[src/rtl/instr_fetch_unit_if.sv]
// instr_fetch_unit_if: memory, decode-handshake and status signals of the fetch unit.
interface instr_fetch_unit_if;
    logic        i_start;
    logic        o_mem_req;
    logic [31:0] o_mem_addr;
    logic        i_mem_ack;
    logic [31:0] i_mem_rdata;
    logic [31:0] o_instr;
    logic [15:0] o_imm16;
    logic        o_instr_valid;
    logic        i_instr_ready;
    logic        i_br_taken;
    logic [31:0] i_br_offset;
    logic        i_halt;
    logic [31:0] o_pc;
    logic [15:0] o_instr_count;
    modport master (
        input  i_start, i_mem_ack, i_mem_rdata, i_instr_ready, i_br_taken, i_br_offset, i_halt,
        output o_mem_req, o_mem_addr, o_instr, o_imm16, o_instr_valid, o_pc, o_instr_count
    );
    modport slave (
        output i_start, i_mem_ack, i_mem_rdata, i_instr_ready, i_br_taken, i_br_offset, i_halt,
        input  o_mem_req, o_mem_addr, o_instr, o_imm16, o_instr_valid, o_pc, o_instr_count
    );
endinterface

[src/rtl/instr_fetch_unit.sv]
// instr_fetch_unit: fetches one instruction at a time, holds it for decode, then
// advances pc sequentially or by a taken branch until a halt is accepted.
module instr_fetch_unit #(
    parameter logic [31:0] RESET_PC = 32'h0000_0000
) (
    input  logic                clk,
    input  logic                rst_n,
    instr_fetch_unit_if.master  bus
);
    localparam logic [1:0] S_IDLE  = 2'd0;
    localparam logic [1:0] S_FETCH = 2'd1;
    localparam logic [1:0] S_HOLD  = 2'd2;
    localparam logic [1:0] S_HALT  = 2'd3;

    logic [1:0]  r_state;
    logic [31:0] r_pc;
    logic [31:0] r_instr;
    logic [15:0] r_count;
    logic        w_accept;
    logic [31:0] w_step;

    assign w_accept = (r_state == S_HOLD) && bus.i_instr_ready;
    // br_offset counts words, so it is scaled to bytes before adding
    assign w_step   = bus.i_br_taken ? 32'd4 + (bus.i_br_offset << 2) : 32'd4;

    always_ff @(posedge clk or negedge rst_n) begin
        if (!rst_n) begin
            r_state <= S_IDLE;
            r_pc    <= RESET_PC;
            r_instr <= 32'd0;
            r_count <= 16'd0;
        end else if (r_state == S_IDLE && bus.i_start) begin
            r_state <= S_FETCH;
        end else if (r_state == S_FETCH && bus.i_mem_ack) begin
            r_state <= S_HOLD;
            r_instr <= bus.i_mem_rdata;
        end else if (w_accept) begin
            r_count <= r_count + 16'd1;
            r_state <= bus.i_halt ? S_HALT : S_FETCH;
            r_pc    <= bus.i_halt ? r_pc : r_pc + w_step;
        end
    end

    // outputs decode straight from registers so reset forces them without a clock edge
    assign bus.o_mem_req     = r_state == S_FETCH;
    assign bus.o_mem_addr    = r_pc;
    assign bus.o_instr       = r_instr;
    assign bus.o_imm16       = r_instr[15:0];
    assign bus.o_instr_valid = r_state == S_HOLD;
    assign bus.o_pc          = r_pc;
    assign bus.o_instr_count = r_count;
endmodule

[src/flat_wrapper.sv]
// flat-port wrapper written by rule: the top's interface ports become plain ports
module instr_fetch_unit_flat 
#(
    parameter logic [31:0] RESET_PC = 32'h0000_0000
)
  (clk, rst_n, bus_i_start, bus_i_mem_ack, bus_i_mem_rdata, bus_i_instr_ready, bus_i_br_taken, bus_i_br_offset, bus_i_halt, bus_o_mem_req, bus_o_mem_addr, bus_o_instr, bus_o_imm16, bus_o_instr_valid, bus_o_pc, bus_o_instr_count);
  instr_fetch_unit_if bus_i ();
  input  logic clk;
  input  logic rst_n;
  input wire logic [$bits(bus_i.i_start)-1:0] bus_i_start;
  input wire logic [$bits(bus_i.i_mem_ack)-1:0] bus_i_mem_ack;
  input wire logic [$bits(bus_i.i_mem_rdata)-1:0] bus_i_mem_rdata;
  input wire logic [$bits(bus_i.i_instr_ready)-1:0] bus_i_instr_ready;
  input wire logic [$bits(bus_i.i_br_taken)-1:0] bus_i_br_taken;
  input wire logic [$bits(bus_i.i_br_offset)-1:0] bus_i_br_offset;
  input wire logic [$bits(bus_i.i_halt)-1:0] bus_i_halt;
  output wire logic [$bits(bus_i.o_mem_req)-1:0] bus_o_mem_req;
  output wire logic [$bits(bus_i.o_mem_addr)-1:0] bus_o_mem_addr;
  output wire logic [$bits(bus_i.o_instr)-1:0] bus_o_instr;
  output wire logic [$bits(bus_i.o_imm16)-1:0] bus_o_imm16;
  output wire logic [$bits(bus_i.o_instr_valid)-1:0] bus_o_instr_valid;
  output wire logic [$bits(bus_i.o_pc)-1:0] bus_o_pc;
  output wire logic [$bits(bus_i.o_instr_count)-1:0] bus_o_instr_count;
  assign bus_i.i_start = bus_i_start;
  assign bus_i.i_mem_ack = bus_i_mem_ack;
  assign bus_i.i_mem_rdata = bus_i_mem_rdata;
  assign bus_i.i_instr_ready = bus_i_instr_ready;
  assign bus_i.i_br_taken = bus_i_br_taken;
  assign bus_i.i_br_offset = bus_i_br_offset;
  assign bus_i.i_halt = bus_i_halt;
  assign bus_o_mem_req = bus_i.o_mem_req;
  assign bus_o_mem_addr = bus_i.o_mem_addr;
  assign bus_o_instr = bus_i.o_instr;
  assign bus_o_imm16 = bus_i.o_imm16;
  assign bus_o_instr_valid = bus_i.o_instr_valid;
  assign bus_o_pc = bus_i.o_pc;
  assign bus_o_instr_count = bus_i.o_instr_count;
  instr_fetch_unit #(.RESET_PC(RESET_PC)) u_core (.clk(clk), .rst_n(rst_n), .bus(bus_i));
endmodule
[config.mk]
export PLATFORM = sky130hd
export DESIGN_NAME = instr_fetch_unit_flat
export DESIGN_NICKNAME = d
export VERILOG_FILES = /design/src/rtl/instr_fetch_unit_if.sv /design/src/rtl/instr_fetch_unit.sv /design/src/flat_wrapper.sv
export SDC_FILE = /design/constraint.sdc
export NUM_CORES = 1
export LEC_CHECK = 0
export CELL_PAD_IN_SITES_DETAIL_PLACEMENT = 1
export CELL_PAD_IN_SITES_GLOBAL_PLACEMENT = 1
export CORE_MARGIN = 5
export CORE_UTILIZATION = 30
export DETAILED_ROUTE_END_ITERATION = 8
export PLACE_DENSITY = 0.75
export SYNTH_ARGS = -nofsm -noshare
export SYNTH_HDL_FRONTEND = slang
export SYNTH_SLANG_ARGS = --single-unit
[constraint.sdc]
create_clock -name clk -period 3 [get_ports clk]
set_input_delay 0.9 -clock clk [delete_from_list [all_inputs] [get_ports clk]]
set_output_delay 0.9 -clock clk [all_outputs]
set_load 0.02 [all_outputs]
# After elaboration in Yosys (flattened, before gate mapping)
# Cells that the tools add are included.
[totals]
register_bits = 82
out_inout_bits = 130
input_bits = 71
[classes]
reduce_logical = 8
n_mux = 5
n_eq_ne = 2
add_sub_neg = 3
bitwise = 3
[ops]
columns = ["op", "count"]
rows = [
  ["$add 3x32->32 const A", 1],
  ["$add 32x32->32", 1],
  ["$mux 32", 1],
  ["$add 16x1->16 const B", 1],
  ["$mux 2", 4],
  ["$reduce_and 4->1", 1],
  ["$logic_and 1x1->1", 3],
  ["$not 1->1", 3],
  ["$reduce_and 3->1", 1],
  ["$reduce_bool 3->1", 1],
  ["$eq 2x1->1 const B", 1],
  ["$eq 2x2->1 const B", 1],
  ["$logic_not 2->1", 1],
  ["$reduce_and 2->1", 1],
]

# Depth between registers and ports, before layout
# Gate-level depths: netlist (run 1).
[depth]
word_depth = 5
depth_mapped = 17
mapped_depth_nobuf = 17

# Least setup slack after synthesis (run 1)
# Ideal clock, no wire load.
[synth_timing]
path_type = "input port to flip-flop"
from = "input port bus_i_br_offset[2]"
to = "register u_core.r_pc[31] (netlist: u_core.bus.o_mem_addr[31])"
t_required_ns = 2.870
stages = 15
path_buffers = 0
path_slack_ns = -0.684
arrival_time_ns = 3.554
cell_sequence = "and4_1 > and2_1 > nand2_1 > xnor2_1 > and2_1 > ha_1 > a21oi_1 > o21ai_0 > o31ai_2 > a21boi_2 > a221oi_4 > o21ai_2 > nand4b_1 > and3_1 > xnor2_1"
[synth_via]
elab_chain_cells = 3
[synth_rtl]
columns = ["item", "line_no", "rtl"]
rows = [
  ["from (decl)", "flat_wrapper.sv:15", "input wire logic [$bits(bus_i.i_br_offset)-1:0] bus_i_br_offset;"],
  ["$add 3x32->32", "instr_fetch_unit.sv:24", "assign w_step = bus.i_br_taken ? 32'd4 + (bus.i_br_offset << 2) : 32'd4;"],
  ["$mux 32", "instr_fetch_unit.sv:24", ""],
  ["$add 32x32->32", "instr_fetch_unit.sv:40", "r_pc <= bus.i_halt ? r_pc : r_pc + w_step;"],
  ["to (signal assigned)", "instr_fetch_unit.sv:40", ""],
  ["to (decl)", "instr_fetch_unit.sv:16", "logic [31:0] r_pc;"],
]
# No other way between the ends.
# A chain may end at the register's enable or synchronous reset.

# Worst setup path in the final report (run 1)
[layout_timing]
from = "input port bus_i_br_offset[5]"
to = "register u_core.r_pc[27] (netlist: u_core.bus.o_mem_addr[27])"
# The elaborated chain is that of the path after synthesis.

==> summary.txt, run 1 <==
Placed design
  • DP HPWL: approximately 16000 um
  • PortBufs: between 150 and 200
  • Place WS: -1469 ps
  • RD Place Congestion: around 0.83

Logic synthesis
  • Synth Area in Compound Gates: 0.1378
  • Area share of and/or/nand/nor cells after synthesis: 0.1964
  • Leading area contributor after synthesis: dfrtp_1
  • Main combinational cell family by area after synthesis: simple AND/OR/NAND/NOR gates
  • Cell area after synthesis: 5722 sq um
  • Adder-cell share of the synthesized area: 0.07347
  • Async SR Flop Fraction: 1.000
  • Syn_area_per_cell: ~9.4 sq um
  • Sequential share of the synthesized area: 0.3499
  • Proportion of synthesized area in mux cells: 0.06691
  • Yosys reg bits: 80
  • Post-synth EDFFs: 0
  • Post-synthesis cell type count: 61
  • Ys flop type: dfrtp_1
  • Post-Synth XOR/XNOR Area: 0.09490
  • Post-synth top area share: 0.3499
  • Syn Inst Count: just over 600
  • Synth top area cells: dfrtp_1 35%, ha_1 7.0%, buf_4 6.6%, xnor2_1 6.4%, mux2_2 6.3%
  • Synthesis Warnings: 0

Power and ir drop
  • Switching Power: ~4.0 mW
  • P_leak: approximately 4.3 nW
  • VDD IR-drop max: 305.3 uV
  • Pint: around 5.2 mW
  • Switching Fraction: 0.4345
  • Logic pwr share: 0.653
  • Reg power frac: 0.223
  • Pwr dens: between 900 and 1000 nW/um^2
  • PnR Total Power: approximately 9 mW
  • Clk pwr share: 0.124

STA
  • Slew @ Worst Pin: between 500 and 600 ps
  • Final Hold Fails: 0
  • RSZ-0062 raised after global routing: yes
  • Clk_skew: roughly 14 ps
  • Final Critical Period: roughly 3800 ps
  • Final period utilization: 1.271
  • Setup violations, final: 21
  • Final worst slack: -814.5 ps
  • FMAX: about 0.26 GHz
  • Slew margin rel.: 0.6322
  • TNS Setup: -10470 ps
  • Max Slew Vio Count: 0

Critical path
  • CP arrival: 4090 ps
  • Critical-path maximum fanout: 5
  • Crit path top cell by count: buf_6
  • Critical path cell sequence: buf_6, and4_4, buf_6, and4_4, buf_6, nand2_4, xnor2_2, and2_4, ha_4, nand3_4, a211oi_2, o21ai_2, a21boi_2, a221oi_4, o21ai_4, nor2_4, or4_1, nand3_1
  • Critical Path Max Stage Delay: about 420 ps
  • Setup crit end kind: flop
  • Startpoint Class: input port
  • Family with the most delay on the worst path: simple AND/OR/NAND/NOR gates
  • Worst EP required: around 3300 ps
  • WP depth: 18
  • Crit path buf inv count: 3
  • Reg2reg start: u_core.bus.o_mem_addr[2]
  • Slowest-stage cell, CP: or4_1
  • Critical path startpoint: bus_i_br_offset[5]
  • R2r worst-path depth: 11
  • Kind of critical path: input port to flop

Routing
  • ANT nets after route: 0
  • Drt initial violations: roughly 240
  • DRC Markers: 0
  • WL final: between 20000 and 25000 um
  • Pre-Repair DR Iteration Count: 4
  • Vias per cell: approximately 5.2
  • WL per Instance: around 21 um
  • Via count: ~6000

GRT
  • Initial antenna violation count: 0
  • Largest net degree at the start of global routing: 42
  • First-pass GRT wire length: 34250 um
  • Vias in the first global route: about 6300
  • GRT Total Usage: 0.1950
  • GRT Residual Overflow: 0

Clocking
  • Clk pin slew, worst setup/hold paths: ~70 ps
  • Num Clock Sinks: 80
  • CTS tree: yes
  • H-tree depth: 3
  • CTS Hold Buffers Added: 0
  • Clock root cell: clkbuf_16
  • TritonCTS Buffers: 9
  • Later-pin clock latency in the skew report: between 300 and 400 ps
  • CTS max path bufs: 2

Run status
  • Failing checks: setup timing
  • Status: finished, violations left

Job
  • Max cap viols: 0

Hold path
  • Hold path cells: 1
  • Min-Delay Path Class: flop to flop
  • Min-Delay Startpoint: u_core.bus.o_instr_count[15]

Floorplanning
  • Starting density of the core: 0.3049
  • Core ar.: approximately 19000 sq um
  • Rows: 50
  • Die H: around 150 um
  • Top Ports: 201
  • Die width: about 150 um
  • Die area: between 20000 and 25000 sq um

Cells and area
  • Highest-count cells in the layout ignoring fill and taps: 170 x clkdlybuf4s50_1, 137 x buf_4, 80 x dfrtp_1
  • Multi-input gate area: 4006 sq um
  • Share of cells above drive strength 1: 0.3866
  • Number of diodes: 0
  • Layout area overhead: 71.57%
  • Layout Nets: 1012
  • Most common cell after layout, fill and taps aside: clkdlybuf4s50_1
  • Fillers: ~2100
  • FF+latch area: roughly 2000 sq um
==> registers in the layout (all words and copies together) (netlist names) <==
register / cells
u_core.r_state: 2
u_core.bus.o_instr_count: 16
u_core.bus.o_instr: 32
u_core.bus.o_mem_addr: 30
==> path summary, 6_finish.rpt <==
| path | slack [ps] | end |
|---|---|---|
| max in group asynchronous | 1820 | u_core.bus.o_mem_addr[29] |
| min in group asynchronous | 540 | u_core.bus.o_instr_count[9] |
| setup reg to reg | 190 | u_core.bus.o_mem_addr[28] |
| hold reg to reg | 470 | u_core.bus.o_instr_count[15] |
| setup / recovery | -810 | u_core.bus.o_mem_addr[27] |
| hold / removal | 470 | u_core.bus.o_instr_count[15] |
==> layer usage <==
| layer | vias up | GRT usage | share of wire |
|---|---|---|---|
| li1 | 2703 | - | - |
| met4 | 0 | 0.05543 | 0.021 |
| met2 | 222 | 0.3441 | 0.52 |
| met5 | - | 0 | 0 |
| met3 | 32 | 0.03778 | 0.056 |
| met1 | 2968 | 0.2429 | 0.41 |
==> area by class of cell <==
cell class,count,area share
clock buffer,10,0.02332
clock inverter,6,0.007010
inverter,5,0.001912
multi-input combinational,459,0.4081
sequential,80,0.2039
tap,234,0.02982
timing repair buffer,353,0.3259
==> power by group through the flow <==
stage | Combinational, mW | Clock [mW] | Sequential (mW)
detailed placement | 5.33 | 0 | 2.09
global placement | 5.23 | 0 | 2.06
global route | 6.38 | 1.23 | 2.17
finish | 6.05 | 1.15 | 2.07
CTS | 5.72 | 1.18 | 2.07
floorplan | 2.62 | 0 | 2.48
==> per-stage QoR <==
stage / cell area [sq um] / utilization / cells / hold WS [ps]
3_3_place_gp: 8632 / 0.4599 / 1094 / 460.7
6_report: 9817 / 0.5231 / 1147 / 467.1
5_1_grt: 9817 / 0.5231 / 1147 / 511.5
2_1_floorplan: 5929 / - / 611 / 486.4
3_5_place_dp: 8632 / 0.4599 / 1094 / 466.0
4_1_cts: 9558 / 0.5093 / 1140 / 475.3
==> logic make-up (layout without fill, tap and decap cells) <==
| family | count (synthesis) | in the layout |
|---|---|---|
| adders and majority gates | 33 | 33 |
| DFF | 80 | 80 |
| xor gates and xnor gates | 62 | 62 |
| muxes | 33 | 33 |
| and+or+nand+nor | 212 | 212 |
| buffers and inverters | 72 | 374 |
| other | 1 | 4 |
| AOI/OAI and AO/OA | 115 | 115 |
==> synth_stat cells, types with 2 or more instances <==
cell type	count
a211oi_1	6
a21boi_0	2
a21o_1	11
a21oi_1	21
a221oi_2	2
a31oi_1	2
a41oi_1	3
and2_1	31
and3_1	10
and4_1	5
buf_1	5
buf_4	50
clkbuf_1	12
dfrtp_1	80
ha_1	32
inv_1	4
mux2_2	32
nand2_1	76
nand2b_1	9
nand3_1	20
nand4_1	14
nor2_1	19
nor2b_1	4
nor3_1	7
nor4_1	2
o211ai_1	2
o21ai_0	39
o21ai_1	7
o21ai_2	2
o21bai_1	2
o31ai_1	5
or2b_1	2
or3_1	2
xnor2_1	42
xor2_1	20
==> repair_timing <==
item | 4_1_cts | 5_1_grt
pin swaps | 87 | 64
gates resized for setup | 183 | 50
setup buffers | 33 | 12
cloned | 1 | 0
endpoints found under the setup margin | 24 | 23
hold endpoints to repair | 0 | 0
No activity file was read; power rests on OpenSTA's default activity.
==> inputs of run 2 (changes only) <==
==> constraint.sdc (replaced) <==
create_clock -name clk -period 4 [get_ports clk]
set_input_delay 1.2 -clock clk [delete_from_list [all_inputs] [get_ports clk]]
set_output_delay 1.2 -clock clk [all_outputs]
set_load 0.02 [all_outputs]
==> run 2 against run 1 <==
  * The run now ends clean
  * Global-route usage is 2.1 points lower
  * First-iteration DRC count is 26% lower
  * Non-clock buffer count is 29 lower
  * Register-to-register slack better by 1000 ps
  * Sequential share of layout area is 1.3 points higher
  * Via count is 7.5% lower
  * Highest routed layer unchanged
==> summary.txt, run 2 (same netlist as run 1, synthesis figures left out) <==
Critical path
  • Startpoint Class: input port
  • Crit path top cell by count: o21ai_2
  • R2r endpoint: u_core.bus.o_mem_addr[26]
  • Kind of critical path: input port to flop
  • Critical-path maximum fanout: 4 (-1)
  • Reg2reg start: u_core.bus.o_mem_addr[2]
  • Critical Path Max Stage Delay: 340 ps (-80 ps)
  • Slowest-stage cell, CP: or3_1
  • CP arrival: 4100 ps (about the same)
  • Critical path endpoint: u_core.bus.o_mem_addr[28]
  • Setup crit end kind: flop
  • R2r worst-path depth: 11 (unchanged)
  • Critical path startpoint: bus_i_br_offset[10]
  • R2R Setup Slk: 1210 ps (+1020 ps)
  • Critical path cell sequence: dlygate4sd2_1, and4_4, and2_1, nand2_1, or3_1, a21boi_2, ha_1, and3_2, nor2b_1, a41oi_2, o311ai_2, a21oi_2, o21ai_2, o21ai_2, xor2_1, o21ai_1
  • Worst EP required: 4210 ps (+930 ps)

STA
  • Final Critical Period: 3892 ps
  • Final Hold Fails: 0 (unchanged)
  • Max Slew Vio Count: 0 (unchanged)
  • Final period utilization: 0.9730
  • Final worst slack: 108.0 ps (+922.5 ps)
  • Slew @ Worst Pin: 813.8 ps (+262.1 ps)
  • FMAX: ~0.26 GHz
  • RSZ-0062 raised after global routing: yes
  • Setup violations, final: 0 (-100%)
  • Clk_skew: 12.01 ps (-2.450 ps)
  • Slew margin rel.: 0.4574 (-0.1747)
  • Worst hold slack: 485.7 ps (+18.58 ps)

Clocking
  • Clock root cell: clkbuf_16
  • CTS max path bufs: 2 (unchanged)
  • H-tree depth: 3 (unchanged)
  • CTS tree: yes
  • Num Clock Sinks: 80 (unchanged)
  • Clk pin slew, worst setup/hold paths: 60 ps (about the same)
  • TritonCTS Buffers: 9 (unchanged)
  • Later-pin clock latency in the skew report: 340 ps (about the same)

Power and ir drop
  • Switching Fraction: 0.4201 (-0.01447)
  • P_leak: 4.066 nW (-4.8%)
  • Clk pwr share: 0.138 (+0.014)
  • Pwr dens: 709.0 nW/um^2 (-25%)
  • Reg power frac: 0.234 (+0.011)
  • Logic pwr share: 0.628 (-0.025)
  • VDD IR-drop max: 242.1 uV (-21%)
  • Pint: 3.801 mW (-27%)
  • Switching Power: 2.753 mW (-32%)

Routing
  • Pre-Repair DR Iteration Count: 4 (unchanged)
  • Via count: 5479 (-7.5%)
  • WL per Instance: 17.66 um (-14%)
  • DRC Markers: 0 (unchanged)
  • ANT nets after route: 0 (unchanged)
  • WL final: 19730 um (-17%)
  • Vias per cell: 4.905 (-5.0%)
  • Drt initial violations: 179 (-26%)

Floorplanning
  • Die area: 21940 sq um (unchanged)
  • Starting density of the core: 0.3049 (unchanged)
  • Rows: 50 (unchanged)
  • Die width: 148.1 um (unchanged)
  • Top Ports: 201 (unchanged)
  • Die H: 148.1 um (unchanged)
  • Core ar.: 18770 sq um (unchanged)

Placed design
  • DP HPWL: 15230 um (-4.4%)
  • RD Place Congestion: 0.7971 (-4.2%)
  • PortBufs: 194 (unchanged)
  • DP Cell Count: 1085 (-0.82%)
  • Place WS: -917.6 ps (+551.3 ps)

Cells and area
  • Layout Nets: 983 (-2.9%)
  • Max reg flops: 32 (unchanged)
  • Number of diodes: 0 (unchanged)
  • Most common cell after layout, fill and taps aside: clkdlybuf4s50_1
  • Finished Layout Cells: 1117 (-2.6%)
  • Highest-count cells in the layout ignoring fill and taps: 171 x clkdlybuf4s50_1, 126 x buf_4, 80 x dfrtp_1
  • Post-layout util: 0.4926 (-0.03047)
  • Layout area overhead: 61.58%
  • Share of cells above drive strength 1: 0.3046 (-0.08199)
  • Fillers: 2142 (+3.0%)

GRT
  • First-pass GRT wire length: 30890 um (-9.8%)
  • Vias in the first global route: 5876 (-6.8%)
  • GRT Total Usage: 0.1741 (-0.02091)
  • Initial antenna violation count: 0 (unchanged)
  • Largest net degree at the start of global routing: 60 (+43%)
  • GRT Residual Overflow: 0 (unchanged)

Hold path
  • Min-Delay Path Class: flop to flop

Run status
  • Status: complete, no violations

Job
  • Max cap viols: 0 (unchanged)
run 2: layout make-up:
| class | count | area, sq um | share of cell area |
|---|---|---|---|
| clock buffers | 9 | 225.2 | 0.02436 |
| well taps | 234 | 292.8 | 0.03167 |
| clock inverters | 6 | 93.84 | 0.01015 |
| repair buffers | 324 | 2940 | 0.3180 |
| multi-input cells | 459 | 3672 | 0.3972 |
| inverters | 5 | 18.77 | 0.002030 |
| flip-flops and latches | 80 | 2002 | 0.2165 |
run 2: power by group through the flow:
stage / logic [mW] / clock network [mW] / registers (mW)
floorplan: 1.84 / 0 / 1.84
global placement: 3.77 / 0 / 1.52
detailed placement: 3.86 / 0 / 1.54
CTS: 4.04 / 0.934 / 1.54
global route: 4.40 / 0.968 / 1.60
finish: 4.12 / 0.906 / 1.53
run 2: layer usage:
layer  GRT usage  vias to the layer above  wire length [um]
li1            -                     2636                 -
met1      0.2235                     2669              8879
met2      0.3042                      155              9647
met3     0.03047                       19               938
met4     0.04480                        0               261
met5           0                        -                 0
run 2: worst min path at each step:
stage | start | end | slack [ps] | depth (start not counted)
floorplan | u_core.r_state[1] | u_core.r_state[0] | 490 | 1
global placement | u_core.bus.o_instr_count[15] | u_core.bus.o_instr_count[15] | 470 | 1
detailed placement | u_core.bus.o_instr_count[15] | u_core.bus.o_instr_count[15] | 480 | 1
CTS | u_core.bus.o_instr_count[15] | u_core.bus.o_instr_count[15] | 490 | 1
global route | u_core.bus.o_instr_count[15] | u_core.bus.o_instr_count[15] | 500 | 1
finish | u_core.bus.o_instr_count[15] | u_core.bus.o_instr_count[15] | 490 | 1
run 2: through the flow:
stage	area [sq um]	setup TNS (ps)	total power [mW]
6_report	9245	0	6.555
2_1_floorplan	5733	0	3.685
5_1_grt	9245	-153.4	6.969
3_3_place_gp	8402	-11910	5.284
3_5_place_dp	8402	-13760	5.400
4_1_cts	9074	0	6.509
run 2: worst max-delay path, delay by kind of cell:
kind	cells	cell delay, ps
and+or+nand+nor	6	1250
xor gates and xnor gates	1	180
buffers and inverters	1	220
adders and majority gates	1	250
AOI/OAI and AO/OA	7	1000
run 2: repair_timing:
item	in CTS	in global routing
gates cloned	0	1
hold buffers	0	0
buffers inserted	12	4
pin swaps	47	32
resized for setup	79	53
endpoints found under the setup margin	20	14
